## src/rtl/lcd_pkg.sv

```systemverilog
// Shared types and constants for the HD44780 character-LCD controller.
package lcd_pkg;

    typedef enum logic [2:0] {
        ST_IDLE,
        ST_SETUP,
        ST_PULSE,
        ST_HOLD,
        ST_EXEC
    } lcd_state_e;

    localparam int unsigned LCD_ON_BIT = 31;
    localparam int unsigned LCD_EN_BIT = 10;
    localparam int unsigned LCD_RS_BIT = 9;
    localparam int unsigned LCD_RW_BIT = 8;

    localparam logic [7:0] CMD_CLEAR    = 8'h01;
    localparam logic [7:0] CMD_HOME     = 8'h02;
    localparam logic [7:0] CMD_HOME_ALT = 8'h03;

    // Power-on sequence: 8-bit/2-line, display on, clear, entry mode increment.
    localparam int unsigned INIT_LEN = 4;
    localparam logic [INIT_LEN-1:0][7:0] INIT_SEQ = {8'h06, CMD_CLEAR, 8'h0C, 8'h38};

    typedef struct packed {
        logic       rs;
        logic [7:0] data;
    } lcd_req_t;

    // Clear and return-home need the long execution wait.
    function automatic logic is_long_cmd(input lcd_req_t req);
        return !req.rs && (req.data == CMD_CLEAR || req.data == CMD_HOME ||
                           req.data == CMD_HOME_ALT);
    endfunction

endpackage

```

## src/rtl/lcd_req_fifo.sv

```systemverilog
// Synchronous request queue with wrapping pointers and an occupancy count.
module lcd_req_fifo
    import lcd_pkg::*;
#(
    parameter int unsigned DEPTH = 4
) (
    input  logic                       i_clk,
    input  logic                       i_rstn,
    input  logic                       i_push,
    input  lcd_req_t                   i_din,
    input  logic                       i_pop,
    output lcd_req_t                   o_head_c,
    output logic                       o_full_c,
    output logic                       o_empty_c,
    output logic [$clog2(DEPTH+1)-1:0] o_count
);

    localparam int unsigned AW = $clog2(DEPTH);
    localparam int unsigned CW = $clog2(DEPTH + 1);

    lcd_req_t          r_mem [DEPTH];
    logic [AW-1:0]     r_wptr;
    logic [AW-1:0]     r_rptr;
    logic [CW-1:0]     r_count;
    logic              w_pop_ok;
    logic              w_push_ok;

    assign o_full_c  = (r_count == CW'(DEPTH));
    assign o_empty_c = (r_count == '0);
    assign o_head_c  = r_mem[r_rptr];
    assign o_count   = r_count;

    // A pop frees a slot in the same cycle, so push-while-full is accepted then.
    assign w_pop_ok  = i_pop && !o_empty_c;
    assign w_push_ok = i_push && (!o_full_c || w_pop_ok);

    always_ff @(posedge i_clk or negedge i_rstn) begin
        if (!i_rstn) begin
            r_wptr  <= '0;
            r_rptr  <= '0;
            r_count <= '0;
        end else begin
            if (w_push_ok) r_wptr <= r_wptr + AW'(1);
            if (w_pop_ok)  r_rptr <= r_rptr + AW'(1);
            r_count <= r_count + CW'(w_push_ok) - CW'(w_pop_ok);
        end
    end

    always_ff @(posedge i_clk) begin
        if (w_push_ok) r_mem[r_wptr] <= i_din;
    end

endmodule

```

## src/rtl/lcd_ctrl.sv

```systemverilog
// HD44780 write controller: queues EN-edge requests and replays them with pin timing.
// Optional LCD_INIT_EN issues a built-in power-on sequence before serving the queue.
module lcd_ctrl
    import lcd_pkg::*;
#(
    parameter int unsigned FIFO_DEPTH  = 4,
    parameter int unsigned T_SETUP_CYC = 2,
    parameter int unsigned T_EN_CYC    = 12,
    parameter int unsigned T_HOLD_CYC  = 2,
    parameter int unsigned T_EXEC_CYC  = 1850,
    parameter int unsigned T_CLR_CYC   = 76000
) (
    input  logic        i_clk,
    input  logic        i_rstn,
    input  logic [31:0] i_lcd_word,
    input  logic        i_ovf_clr,
    output logic [7:0]  o_lcd_data,
    output logic        o_lcd_rs,
    output logic        o_lcd_rw,
    output logic        o_lcd_en,
    output logic        o_lcd_on,
    output logic        o_busy,
    output logic        o_overflow
);

    localparam int unsigned TW = $clog2(T_CLR_CYC + 1);
    localparam int unsigned CW = $clog2(FIFO_DEPTH + 1);

    logic            r_en_q;
    logic            r_push;
    lcd_req_t        r_push_req;
    logic            r_lcd_on;
    logic            r_overflow;

    lcd_state_e      r_state;
    lcd_state_e      w_state_nxt;
    logic [TW-1:0]   r_timer;
    logic [TW-1:0]   w_timer_nxt;
    logic [7:0]      r_lcd_data;
    logic [7:0]      w_data_nxt;
    logic            r_lcd_rs;
    logic            w_rs_nxt;
    logic            r_lcd_en;
    logic            w_en_nxt;

    logic            w_pop;
    logic            w_full;
    logic            w_empty;
    lcd_req_t        w_head;
    logic [CW-1:0]   w_count;
    logic            w_drop;
    logic            w_init_busy;
    lcd_req_t        w_init_req;
    lcd_req_t        w_cur;
    logic            w_unused;

    assign w_unused = ^{i_lcd_word[30:11], i_lcd_word[LCD_RW_BIT]};

    // Registered edge detect; RW is ignored because the controller only writes.
    always_ff @(posedge i_clk or negedge i_rstn) begin
        if (!i_rstn) begin
            r_en_q     <= 1'b0;
            r_push     <= 1'b0;
            r_push_req <= '0;
            r_lcd_on   <= 1'b0;
        end else begin
            r_en_q     <= i_lcd_word[LCD_EN_BIT];
            r_push     <= i_lcd_word[LCD_EN_BIT] && !r_en_q;
            r_push_req <= '{rs: i_lcd_word[LCD_RS_BIT], data: i_lcd_word[7:0]};
            r_lcd_on   <= i_lcd_word[LCD_ON_BIT];
        end
    end

    lcd_req_fifo #(
        .DEPTH (FIFO_DEPTH)
    ) u_fifo (
        .i_clk     (i_clk),
        .i_rstn    (i_rstn),
        .i_push    (r_push),
        .i_din     (r_push_req),
        .i_pop     (w_pop),
        .o_head_c  (w_head),
        .o_full_c  (w_full),
        .o_empty_c (w_empty),
        .o_count   (w_count)
    );

    assign w_drop = r_push && w_full && !w_pop;

    // Sticky overflow; a new drop outranks a simultaneous clear.
    always_ff @(posedge i_clk or negedge i_rstn) begin
        if (!i_rstn)        r_overflow <= 1'b0;
        else if (w_drop)    r_overflow <= 1'b1;
        else if (i_ovf_clr) r_overflow <= 1'b0;
    end

`ifdef LCD_INIT_EN
    localparam int unsigned IW = $clog2(INIT_LEN + 1);

    logic [IW-1:0] r_init_cnt;

    assign w_init_busy = (r_init_cnt != IW'(INIT_LEN));
    assign w_init_req  = '{rs: 1'b0, data: INIT_SEQ[r_init_cnt[IW-2:0]]};

    always_ff @(posedge i_clk or negedge i_rstn) begin
        if (!i_rstn)                                r_init_cnt <= '0;
        else if (r_state == ST_IDLE && w_init_busy) r_init_cnt <= r_init_cnt + IW'(1);
    end
`else
    assign w_init_busy = 1'b0;
    assign w_init_req  = '0;
`endif

    assign w_cur = '{rs: r_lcd_rs, data: r_lcd_data};

    always_ff @(posedge i_clk or negedge i_rstn) begin
        if (!i_rstn) begin
            r_state    <= ST_IDLE;
            r_timer    <= '0;
            r_lcd_data <= '0;
            r_lcd_rs   <= 1'b0;
            r_lcd_en   <= 1'b0;
        end else begin
            r_state    <= w_state_nxt;
            r_timer    <= w_timer_nxt;
            r_lcd_data <= w_data_nxt;
            r_lcd_rs   <= w_rs_nxt;
            r_lcd_en   <= w_en_nxt;
        end
    end

    // Each phase loads its length minus one and leaves when the timer reaches zero.
    always_comb begin
        w_state_nxt = r_state;
        w_timer_nxt = r_timer;
        w_data_nxt  = r_lcd_data;
        w_rs_nxt    = r_lcd_rs;
        w_pop       = 1'b0;
        case (r_state)
            ST_IDLE: begin
                if (w_init_busy) begin
                    w_data_nxt  = w_init_req.data;
                    w_rs_nxt    = w_init_req.rs;
                    w_timer_nxt = TW'(T_SETUP_CYC - 1);
                    w_state_nxt = ST_SETUP;
                end else if (!w_empty) begin
                    w_pop       = 1'b1;
                    w_data_nxt  = w_head.data;
                    w_rs_nxt    = w_head.rs;
                    w_timer_nxt = TW'(T_SETUP_CYC - 1);
                    w_state_nxt = ST_SETUP;
                end
            end
            ST_SETUP: begin
                if (r_timer == '0) begin
                    w_timer_nxt = TW'(T_EN_CYC - 1);
                    w_state_nxt = ST_PULSE;
                end else begin
                    w_timer_nxt = r_timer - TW'(1);
                end
            end
            ST_PULSE: begin
                if (r_timer == '0) begin
                    w_timer_nxt = TW'(T_HOLD_CYC - 1);
                    w_state_nxt = ST_HOLD;
                end else begin
                    w_timer_nxt = r_timer - TW'(1);
                end
            end
            ST_HOLD: begin
                if (r_timer == '0) begin
                    w_timer_nxt = is_long_cmd(w_cur) ? TW'(T_CLR_CYC - 1) : TW'(T_EXEC_CYC - 1);
                    w_state_nxt = ST_EXEC;
                end else begin
                    w_timer_nxt = r_timer - TW'(1);
                end
            end
            ST_EXEC: begin
                if (r_timer == '0) w_state_nxt = ST_IDLE;
                else               w_timer_nxt = r_timer - TW'(1);
            end
            default: begin
                w_timer_nxt = '0;
                w_state_nxt = ST_IDLE;
            end
        endcase
        w_en_nxt = (w_state_nxt == ST_PULSE);
    end

    assign o_lcd_data = r_lcd_data;
    assign o_lcd_rs   = r_lcd_rs;
    assign o_lcd_rw   = 1'b0;
    assign o_lcd_en   = r_lcd_en;
    assign o_lcd_on   = r_lcd_on;
    assign o_overflow = r_overflow;
    assign o_busy     = (w_count != '0) || (r_state != ST_IDLE) || w_init_busy;

endmodule

```

## config.mk

```make
export PLATFORM = sky130hd
export DESIGN_NAME = lcd_ctrl
export DESIGN_NICKNAME = d
export VERILOG_FILES = /design/src/rtl/lcd_pkg.sv /design/src/rtl/lcd_req_fifo.sv /design/src/rtl/lcd_ctrl.sv
export SDC_FILE = /design/constraint.sdc
export NUM_CORES = 1
export LEC_CHECK = 0
export ABC_CLOCK_PERIOD_IN_PS = 8000
export CAP_MARGIN = 15
export CORE_MARGIN = 2
export CORE_UTILIZATION = 45
export CTS_CLUSTER_DIAMETER = 100
export CTS_CLUSTER_SIZE = 40
export DETAILED_ROUTE_END_ITERATION = 16
export DONT_BUFFER_PORTS = 1
export PLACE_DENSITY = 0.65
export SYNTH_ARGS = -nofsm -noshare
export SYNTH_HDL_FRONTEND = slang
export SYNTH_SLANG_ARGS = --single-unit
```

## constraint.sdc

```tcl
create_clock -name i_clk -period 8 [get_ports i_clk]
set_clock_uncertainty 0.2 [all_clocks]
set_input_delay 2.4 -clock i_clk [delete_from_list [all_inputs] [get_ports i_clk]]
set_output_delay 2.4 -clock i_clk [all_outputs]
set_load 0.005 [all_outputs]
```

==> impl_metrics.xml, run 1 <==
<?xml version="1.0" encoding="UTF-8"?>
<metrics>
  <group name="yosys">
    <metric name="ys_seq_area_share" unit="%">62.2</metric>
    <metric name="synth_enable_flop_cells" unit="">36</metric>
    <metric name="synthDistinctLibCells" unit="">55</metric>
    <metric name="number_of_warnings_reported_in_the_yosys_synthesis_log" unit="">0</metric>
    <metric name="synth_flop_cell" unit="">sky130_fd_sc_hd__dfrtp_1</metric>
    <metric name="syn_inst" unit="">280</metric>
    <metric name="synth.ff_latch_count" unit="">86</metric>
    <metric name="postSynthNetCount" unit="">323</metric>
    <metric name="synth_async_sr_flop_share" unit="%">58.1</metric>
    <metric name="avgSynthCellArea" unit="µm²">13.4</metric>
    <metric name="mappedNetlistArea" unit="µm²">3750</metric>
  </group>
  <group name="power_and_ir_drop">
    <metric name="design_power_total" unit="mW">1.39</metric>
    <metric name="p_comb_share" unit="%">28.9</metric>
    <metric name="switchingPower" unit="mW">0.509</metric>
    <metric name="max-vdd-ir-drop" unit="V">0.000116</metric>
    <metric name="power.share.switching" unit="%">36.5</metric>
    <metric name="cell_internal_pwr" unit="mW">0.884</metric>
    <metric name="clock_power_share" unit="%">21.6</metric>
    <metric name="seq_power_share" unit="%">49.5</metric>
    <metric name="total_power_per_unit_cell_area" unit="nW/µm²">346</metric>
    <metric name="leakagePower" unit="nW">1.54</metric>
  </group>
  <group name="clocking">
    <metric name="tritoncts" unit="">built</metric>
    <metric name="worst_skew_pair.late_latency" unit="ps">360</metric>
    <metric name="clkSlewWorstSetupHoldPaths" unit="ps">100</metric>
    <metric name="htreeDepth" unit="">3</metric>
    <metric name="tritoncts.num_buffers" unit="">9</metric>
    <metric name="clock-sinks" unit="">86</metric>
    <metric name="cts_post_setup_buffers_inserted" unit="">0</metric>
    <metric name="post_cts_resized" unit="">0</metric>
    <metric name="cts_root_buf" unit="">sky130_fd_sc_hd__clkbuf_8</metric>
    <metric name="cts_hold_buffers" unit="">0</metric>
    <metric name="cts_buffer_depth" unit="">2</metric>
  </group>
  <group name="setup_path">
    <metric name="worstPathRequired" unit="ps">5400</metric>
    <metric name="timing.critical_path.fanout_max" unit="">5</metric>
    <metric name="critical_path.reg2reg.startpoint" unit="">r_timer[0]</metric>
    <metric name="reg2reg_to" unit="">r_timer[8]</metric>
    <metric name="critical_path_class" unit="">reg2out</metric>
    <metric name="reg2reg_setup_slack" unit="ps">4650</metric>
    <metric name="arrival" unit="ps">1740</metric>
    <metric name="critical_path.startpoint_type" unit="">flop</metric>
    <metric name="timing.critical_path.to_type" unit="">primary output</metric>
    <metric name="reg2reg_depth" unit="">7</metric>
  </group>
  <group name="floorplanning">
    <metric name="placement_rows" unit="">33</metric>
    <metric name="core" unit="µm²">8130</metric>
    <metric name="boundaryPins" unit="">49</metric>
    <metric name="die_height" unit="µm">95.3</metric>
    <metric name="fp.dieW" unit="µm">95.3</metric>
    <metric name="floorplan.initialDensity" unit="%">46.1</metric>
    <metric name="die_area" unit="µm²">9080</metric>
  </group>
  <group name="place">
    <metric name="detailedPlacementHpwl" unit="µm">4430</metric>
    <metric name="globalplace.congestion" unit="">0.809</metric>
    <metric name="io_buffer_count" unit="">0</metric>
    <metric name="placedCellCount" unit="">374</metric>
  </group>
  <group name="flow_run">
    <metric name="max_cap_violations" unit="">0</metric>
  </group>
  <group name="detailed_routing">
    <metric name="detail_route.drc_violations" unit="">0</metric>
    <metric name="drt.antenna.violating_nets" unit="">0</metric>
    <metric name="dr_wl_cell" unit="µm">17.3</metric>
    <metric name="vias" unit="">2200</metric>
    <metric name="routed_wl" unit="µm">6750</metric>
    <metric name="drt_iter0_markers" unit="">128</metric>
    <metric name="detail_routed_via_count_per_cell" unit="">5.64</metric>
    <metric name="firstDrtPassIters" unit="">4</metric>
  </group>
  <group name="worst_hold_path">
    <metric name="worst_hold_path.num_cells" unit="">1</metric>
    <metric name="min-delay-start" unit="">r_en_q</metric>
    <metric name="path_class_of_the_lowest_slack_min_delay_path" unit="">reg2reg</metric>
    <metric name="hold_end" unit="">r_push</metric>
  </group>
  <group name="finish">
    <metric name="area_growth" unit="%">7.31</metric>
    <metric name="drive_above_1_share" unit="%">14.7</metric>
    <metric name="final_cell_mix" unit="">sky130_fd_sc_hd__dfrtp_1, sky130_fd_sc_hd__edfxtp_1, sky130_fd_sc_hd__nand2_1, sky130_fd_sc_hd__inv_1, sky130_fd_sc_hd__nor3_1</metric>
    <metric name="layout_commonest_cell" unit="">sky130_fd_sc_hd__dfrtp_1</metric>
    <metric name="final_nets" unit="">323</metric>
    <metric name="fin_cells" unit="">390</metric>
    <metric name="insertedDiodeCount" unit="">0</metric>
  </group>
  <group name="grt">
    <metric name="grt_first_pass_wirelength" unit="µm">11100</metric>
    <metric name="grt_util_all_layers" unit="%">16.4</metric>
    <metric name="gr-total-overflow" unit="">0</metric>
    <metric name="number_of_antenna_violations_at_the_first_check_in_global_routing" unit="">0</metric>
    <metric name="via_count_of_the_first_global_routing_pass" unit="">2161</metric>
    <metric name="pin_count_of_the_biggest_net_entering_global_routing" unit="">51</metric>
  </group>
  <group name="timing">
    <metric name="worst_pin_slew" unit="ps">1060</metric>
    <metric name="layout_worst_path_cycle_share" unit="%">54.3</metric>
    <metric name="achievable_freq" unit="MHz">230</metric>
    <metric name="timing.final.hold_violations" unit="">0</metric>
    <metric name="timing.final.crit_period" unit="ps">4340</metric>
    <metric name="sum_neg_setup_slack" unit="ps">0</metric>
    <metric name="final-setup-viol-count" unit="">0</metric>
    <metric name="timing.hold.ws" unit="ps">195</metric>
    <metric name="report.final.slew_viol_count" unit="">0</metric>
    <metric name="rsz_0062_raised_after_global_routing" unit="">no</metric>
    <metric name="slew_headroom" unit="%">28.8</metric>
  </group>
  <group name="outcome">
    <metric name="run_status" unit="">finished clean</metric>
  </group>
</metrics>
==> layout make-up <==
cell class                 instances  area, µm²
clock buffer                       9        124
tap                              105        131
clock inverter                     7       75.1
sequential                        86       2330
fill                             688       4110
multi-input combinational        169       1310
inverter                          14       52.6
==> state kept, by name, indices dropped and copies added (netlist names) <==
signal / flops
r_state: 3
r_timer: 17
u_fifo.r_wptr: 2
r_push_req: 9
o_lcd_on: 1
o_lcd_data: 8
r_en_q: 1
u_fifo.r_rptr: 2
r_push: 1
u_fifo.o_count: 3
o_lcd_en: 1
o_overflow: 1
o_lcd_rs: 1
u_fifo.r_mem: 36
==> power by group through the flow <==
| stage | Combinational (mW) | Sequential, mW | Clock, mW |
|---|---|---|---|
| global route | 0.453 | 0.711 | 0.326 |
| floorplan | 0.360 | 0.643 | 0 |
| global placement | 0.392 | 0.696 | 0 |
| finish | 0.403 | 0.690 | 0.301 |
| CTS | 0.405 | 0.691 | 0.309 |
| detailed placement | 0.401 | 0.700 | 0 |
==> worst max-delay path, stage by stage, from the launching register on <==
cell and delay, ps:
sky130_fd_sc_hd__dfrtp_1 430, sky130_fd_sc_hd__nor3_1 510, sky130_fd_sc_hd__and2_1 290, sky130_fd_sc_hd__inv_1 160
==> logic make-up (layout without fill, tap and decap cells) <==
kind of cell,after synthesis,in the layout,share of synthesized area [%]
other,1,1,0.100
flip-flops,86,86,62.2
adder cells (fa/ha/maj),8,8,2.87
AND/OR/NAND/NOR,76,76,11.0
XOR/XNOR,5,5,1.17
buffers and inverters,25,30,2.90
AO/OA/AOI/OAI,60,60,11.3
multiplexers,19,19,8.38
==> cells in the mapped netlist, types with 3 or more instances <==
cell | instances | area (µm²)
sky130_fd_sc_hd__dfrtp_1 | 50 | 1250
sky130_fd_sc_hd__edfxtp_1 | 36 | 1080
sky130_fd_sc_hd__nand2_1 | 19 | 71.3
sky130_fd_sc_hd__inv_1 | 14 | 52.6
sky130_fd_sc_hd__nor3_1 | 12 | 60.1
sky130_fd_sc_hd__a21oi_1 | 11 | 55.1
sky130_fd_sc_hd__o21ai_0 | 10 | 50.1
sky130_fd_sc_hd__mux2_2 | 9 | 101
sky130_fd_sc_hd__mux4_2 | 9 | 203
sky130_fd_sc_hd__nor2_1 | 9 | 33.8
sky130_fd_sc_hd__ha_1 | 7 | 87.6
sky130_fd_sc_hd__and2_1 | 6 | 37.5
sky130_fd_sc_hd__o22ai_1 | 5 | 31.3
sky130_fd_sc_hd__clkbuf_1 | 4 | 15.0
sky130_fd_sc_hd__nor2b_1 | 4 | 25.0
sky130_fd_sc_hd__o211ai_1 | 4 | 30.0
sky130_fd_sc_hd__or3_1 | 4 | 25.0
sky130_fd_sc_hd__xnor2_1 | 4 | 35.0
sky130_fd_sc_hd__a21o_1 | 3 | 22.5
sky130_fd_sc_hd__a221o_1 | 3 | 30.0
sky130_fd_sc_hd__a31oi_1 | 3 | 18.8
sky130_fd_sc_hd__buf_2 | 3 | 15.0
sky130_fd_sc_hd__nand2b_1 | 3 | 18.8
sky130_fd_sc_hd__nand3_1 | 3 | 15.0
sky130_fd_sc_hd__nor4_1 | 3 | 18.8
sky130_fd_sc_hd__o31a_1 | 3 | 26.3
sky130_fd_sc_hd__or4_1 | 3 | 22.5
==> worst max path at each step <==
stage,from,endpoint,cells past startpoint,slack (ps)
floorplan,u_fifo.o_count[2],o_busy,3,4350
global placement,u_fifo.o_count[2],o_busy,3,4050
finish,u_fifo.o_count[2],o_busy,3,3660
CTS,u_fifo.o_count[2],o_busy,3,3640
detailed placement,u_fifo.o_count[2],o_busy,3,4050
global route,u_fifo.o_count[2],o_busy,3,3520
==> metal layers <==
| metal | up-vias | track usage, % | share of wire, % |
|---|---|---|---|
| li1 | 1056 | - | - |
| met1 | 1091 | 22.0 | 45 |
| met2 | 40 | 26.3 | 49 |
| met3 | 13 | 4.27 | 4.5 |
| met4 | 0 | 5.43 | 1.5 |
| met5 | - | 0 | 0 |
==> metrics by stage <==
| step | worst slack, ps | utilization [%] | cell area (µm²) |
|---|---|---|---|
| 5_1_grt | 3520 | 49.5 | 4020 |
| 4_1_cts | 3640 | 49.5 | 4020 |
| 3_5_place_dp | 4050 | 47.0 | 3820 |
| 2_1_floorplan | 4350 | - | 3750 |
| 6_report | 3660 | 49.5 | 4020 |
| 3_3_place_gp | 4050 | 47.0 | 3820 |
Note: power is estimated with default switching activity, not from simulation.
==> run 2, diff against run 1 <==
--- a/config.mk
+++ b/config.mk
@@ -5,7 +5,7 @@
 export SDC_FILE = /design/constraint.sdc
 export NUM_CORES = 1
 export LEC_CHECK = 0
-export ABC_CLOCK_PERIOD_IN_PS = 8000
+export ABC_CLOCK_PERIOD_IN_PS = 3600
 export CAP_MARGIN = 15
 export CORE_MARGIN = 2
 export CORE_UTILIZATION = 45
@@ -13,7 +13,7 @@
 export CTS_CLUSTER_SIZE = 40
 export DETAILED_ROUTE_END_ITERATION = 16
 export DONT_BUFFER_PORTS = 1
-export PLACE_DENSITY = 0.65
+export PLACE_DENSITY = 0.67
 export SYNTH_ARGS = -nofsm -noshare
 export SYNTH_HDL_FRONTEND = slang
 export SYNTH_SLANG_ARGS = --single-unit
==> constraint.sdc (replaced) <==
create_clock -name i_clk -period 3.6 [get_ports i_clk]
set_clock_uncertainty 0.2 [all_clocks]
set_input_delay 1.08 -clock i_clk [delete_from_list [all_inputs] [get_ports i_clk]]
set_output_delay 1.08 -clock i_clk [all_outputs]
set_load 0.005 [all_outputs]
==> impl_metrics.xml, run 2 (synthesis results as in run 1) <==
<?xml version="1.0" encoding="UTF-8"?>
<metrics>
  <group name="outcome">
    <metric name="run_status" unit="">finished clean</metric>
  </group>
  <group name="clocking">
    <metric name="htreeDepth" unit="">3</metric>
    <metric name="clkSlewWorstSetupHoldPaths" unit="ps">90</metric>
    <metric name="cts_hold_buffers" unit="">0</metric>
    <metric name="cts_post_setup_buffers_inserted" unit="">0</metric>
    <metric name="cts_root_buf" unit="">sky130_fd_sc_hd__clkbuf_8</metric>
    <metric name="tritoncts.num_buffers" unit="">9</metric>
    <metric name="clock-sinks" unit="">86</metric>
    <metric name="post_cts_resized" unit="">0</metric>
    <metric name="worst_skew_pair.late_latency" unit="ps">360</metric>
    <metric name="cts_buffer_depth" unit="">2</metric>
    <metric name="tritoncts" unit="">built</metric>
  </group>
  <group name="grt">
    <metric name="via_count_of_the_first_global_routing_pass" unit="">2277</metric>
    <metric name="grt_util_all_layers" unit="%">16.5</metric>
    <metric name="grt_first_pass_wirelength" unit="µm">11100</metric>
    <metric name="pin_count_of_the_biggest_net_entering_global_routing" unit="">51</metric>
    <metric name="number_of_antenna_violations_at_the_first_check_in_global_routing" unit="">0</metric>
    <metric name="gr-total-overflow" unit="">0</metric>
  </group>
  <group name="setup_path">
    <metric name="worstPathRequired" unit="ps">2320</metric>
    <metric name="timing.critical_path.buf_inv" unit="">1</metric>
    <metric name="timing.critical_path.fanout_max" unit="">5</metric>
    <metric name="arrival" unit="ps">1690</metric>
    <metric name="crit_family" unit="">simple AND/OR/NAND/NOR gates</metric>
    <metric name="timing.critical_path.to_type" unit="">primary output</metric>
    <metric name="critical_path_class" unit="">reg2out</metric>
    <metric name="crit_path_top_delay_cell" unit="">sky130_fd_sc_hd__nor3_1</metric>
    <metric name="critical_path.startpoint_type" unit="">flop</metric>
    <metric name="cp_cell_sequence" unit="">nor3_1 &gt; and2_1 &gt; inv_1</metric>
    <metric name="crit_path_max_incr_delay" unit="ps">480</metric>
  </group>
  <group name="timing">
    <metric name="sum_neg_setup_slack" unit="ps">0</metric>
    <metric name="timing.final.crit_period" unit="ps">2970</metric>
    <metric name="report.final.slew_viol_count" unit="">0</metric>
    <metric name="layout_worst_path_cycle_share" unit="%">82.6</metric>
    <metric name="fin_ws" unit="ps">627</metric>
    <metric name="achievable_freq" unit="MHz">336</metric>
    <metric name="final-setup-viol-count" unit="">0</metric>
    <metric name="slew_headroom" unit="%">52.2</metric>
    <metric name="timing.final.hold_violations" unit="">0</metric>
    <metric name="rsz_0062_raised_after_global_routing" unit="">no</metric>
    <metric name="worst_pin_slew" unit="ps">711</metric>
  </group>
  <group name="finish">
    <metric name="layout_commonest_cell" unit="">sky130_fd_sc_hd__dfrtp_1</metric>
    <metric name="reg.largest.list" unit="">u_fifo.r_mem x36, r_timer x17, r_push_req x9</metric>
    <metric name="area_growth" unit="%">8.48</metric>
    <metric name="largest_register_ffs" unit="">36</metric>
    <metric name="regMostFlops" unit="">u_fifo.r_mem</metric>
    <metric name="insertedDiodeCount" unit="">0</metric>
    <metric name="final_cell_mix" unit="">sky130_fd_sc_hd__dfrtp_1, sky130_fd_sc_hd__edfxtp_1, sky130_fd_sc_hd__nand2_1, sky130_fd_sc_hd__inv_1, sky130_fd_sc_hd__nor3_1</metric>
    <metric name="final_nets" unit="">325</metric>
    <metric name="fillers" unit="">680</metric>
    <metric name="drive_above_1_share" unit="%">15.0</metric>
  </group>
  <group name="detailed_routing">
    <metric name="dr_wl_cell" unit="µm">17.1</metric>
    <metric name="routed_wl" unit="µm">6710</metric>
    <metric name="detail_route.drc_violations" unit="">0</metric>
    <metric name="drt_iter0_markers" unit="">70</metric>
    <metric name="vias" unit="">2230</metric>
    <metric name="drt.antenna.violating_nets" unit="">0</metric>
    <metric name="firstDrtPassIters" unit="">4</metric>
    <metric name="detail_routed_via_count_per_cell" unit="">5.69</metric>
  </group>
  <group name="place">
    <metric name="globalplace.congestion" unit="">0.818</metric>
    <metric name="detailedPlacementHpwl" unit="µm">4470</metric>
    <metric name="pre_cts_slack" unit="ps">753</metric>
    <metric name="io_buffer_count" unit="">0</metric>
  </group>
  <group name="power_and_ir_drop">
    <metric name="max-vdd-ir-drop" unit="V">0.000384</metric>
    <metric name="leakagePower" unit="nW">1.57</metric>
    <metric name="total_power_per_unit_cell_area" unit="nW/µm²">784</metric>
    <metric name="design_power_total" unit="mW">3.19</metric>
  </group>
  <group name="floorplanning">
    <metric name="fp.dieW" unit="µm">95.3</metric>
    <metric name="die_area" unit="µm²">9080</metric>
    <metric name="die_height" unit="µm">95.3</metric>
    <metric name="placement_rows" unit="">33</metric>
    <metric name="boundaryPins" unit="">49</metric>
    <metric name="floorplan.initialDensity" unit="%">46.1</metric>
    <metric name="core" unit="µm²">8130</metric>
  </group>
  <group name="flow_run">
    <metric name="max_cap_violations" unit="">0</metric>
  </group>
  <group name="worst_hold_path">
    <metric name="path_class_of_the_lowest_slack_min_delay_path" unit="">reg2reg</metric>
  </group>
</metrics>
[run 2: cell count changes in the layout (fill, tap and decap cells not counted), sizes merged]
cell	change
bufinv	+2
buf	+2
clkinvlp	-1
clkinv	-1
[run 2: final timing paths]
path	endpoint	depth (start not counted)	slack [ps]	start
setup / recovery	o_busy	3	630	u_fifo.o_count[2]
hold / removal	r_push	1	200	r_en_q
setup reg to reg	r_timer[15]	7	740	r_timer[0]
hold reg to reg	r_push	1	200	r_en_q
max in group asynchronous	r_timer[3]	0	2880	i_rstn
min in group asynchronous	o_lcd_rs	0	210	i_rstn
[run 2: through the flow]
stage          util [%]  hold WS [ps]  std cells  cell area (µm²)
6_report           50.0           204        392             4070
5_1_grt            50.0           182        392             4070
3_5_place_dp       47.2           199        376             3840
3_3_place_gp       47.2           182        376             3840
4_1_cts            50.0           190        392             4070
2_1_floorplan         -           178        280             3750
[run 2: power by group]
| group | switching [mW] | total (mW) | internal [mW] | leakage [nW] |
|---|---|---|---|---|
| Combinational | 0.457 | 0.895 | 0.437 | 0.512 |
| Clock | 0.360 | 0.763 | 0.403 | 0.116 |
| Sequential | 0.273 | 1.53 | 1.26 | 0.941 |
[run 2: area by class of cell]
cell class / count / area (µm²) / area share [%]
tap: 105 / 131 / 3.23
clock buffer: 9 / 124 / 3.05
clock inverter: 7 / 104 / 2.55
multi-input combinational: 169 / 1310 / 32.2
inverter: 14 / 52.6 / 1.29
timing repair buffer: 2 / 15.0 / 0.369
sequential: 86 / 2330 / 57.3
[run 2: per-layer routing]
layer  GRT usage, %  vias to the layer above  part of all wire [%]  wire length [µm]
met3           5.06                       15                   6.5               437
met1           20.1                     1102                    42              2830
met2           27.1                       60                    49              3300
met5              0                        -                     0                 0
met4           7.00                        0                   2.1               144
li1               -                     1053                     -                 -
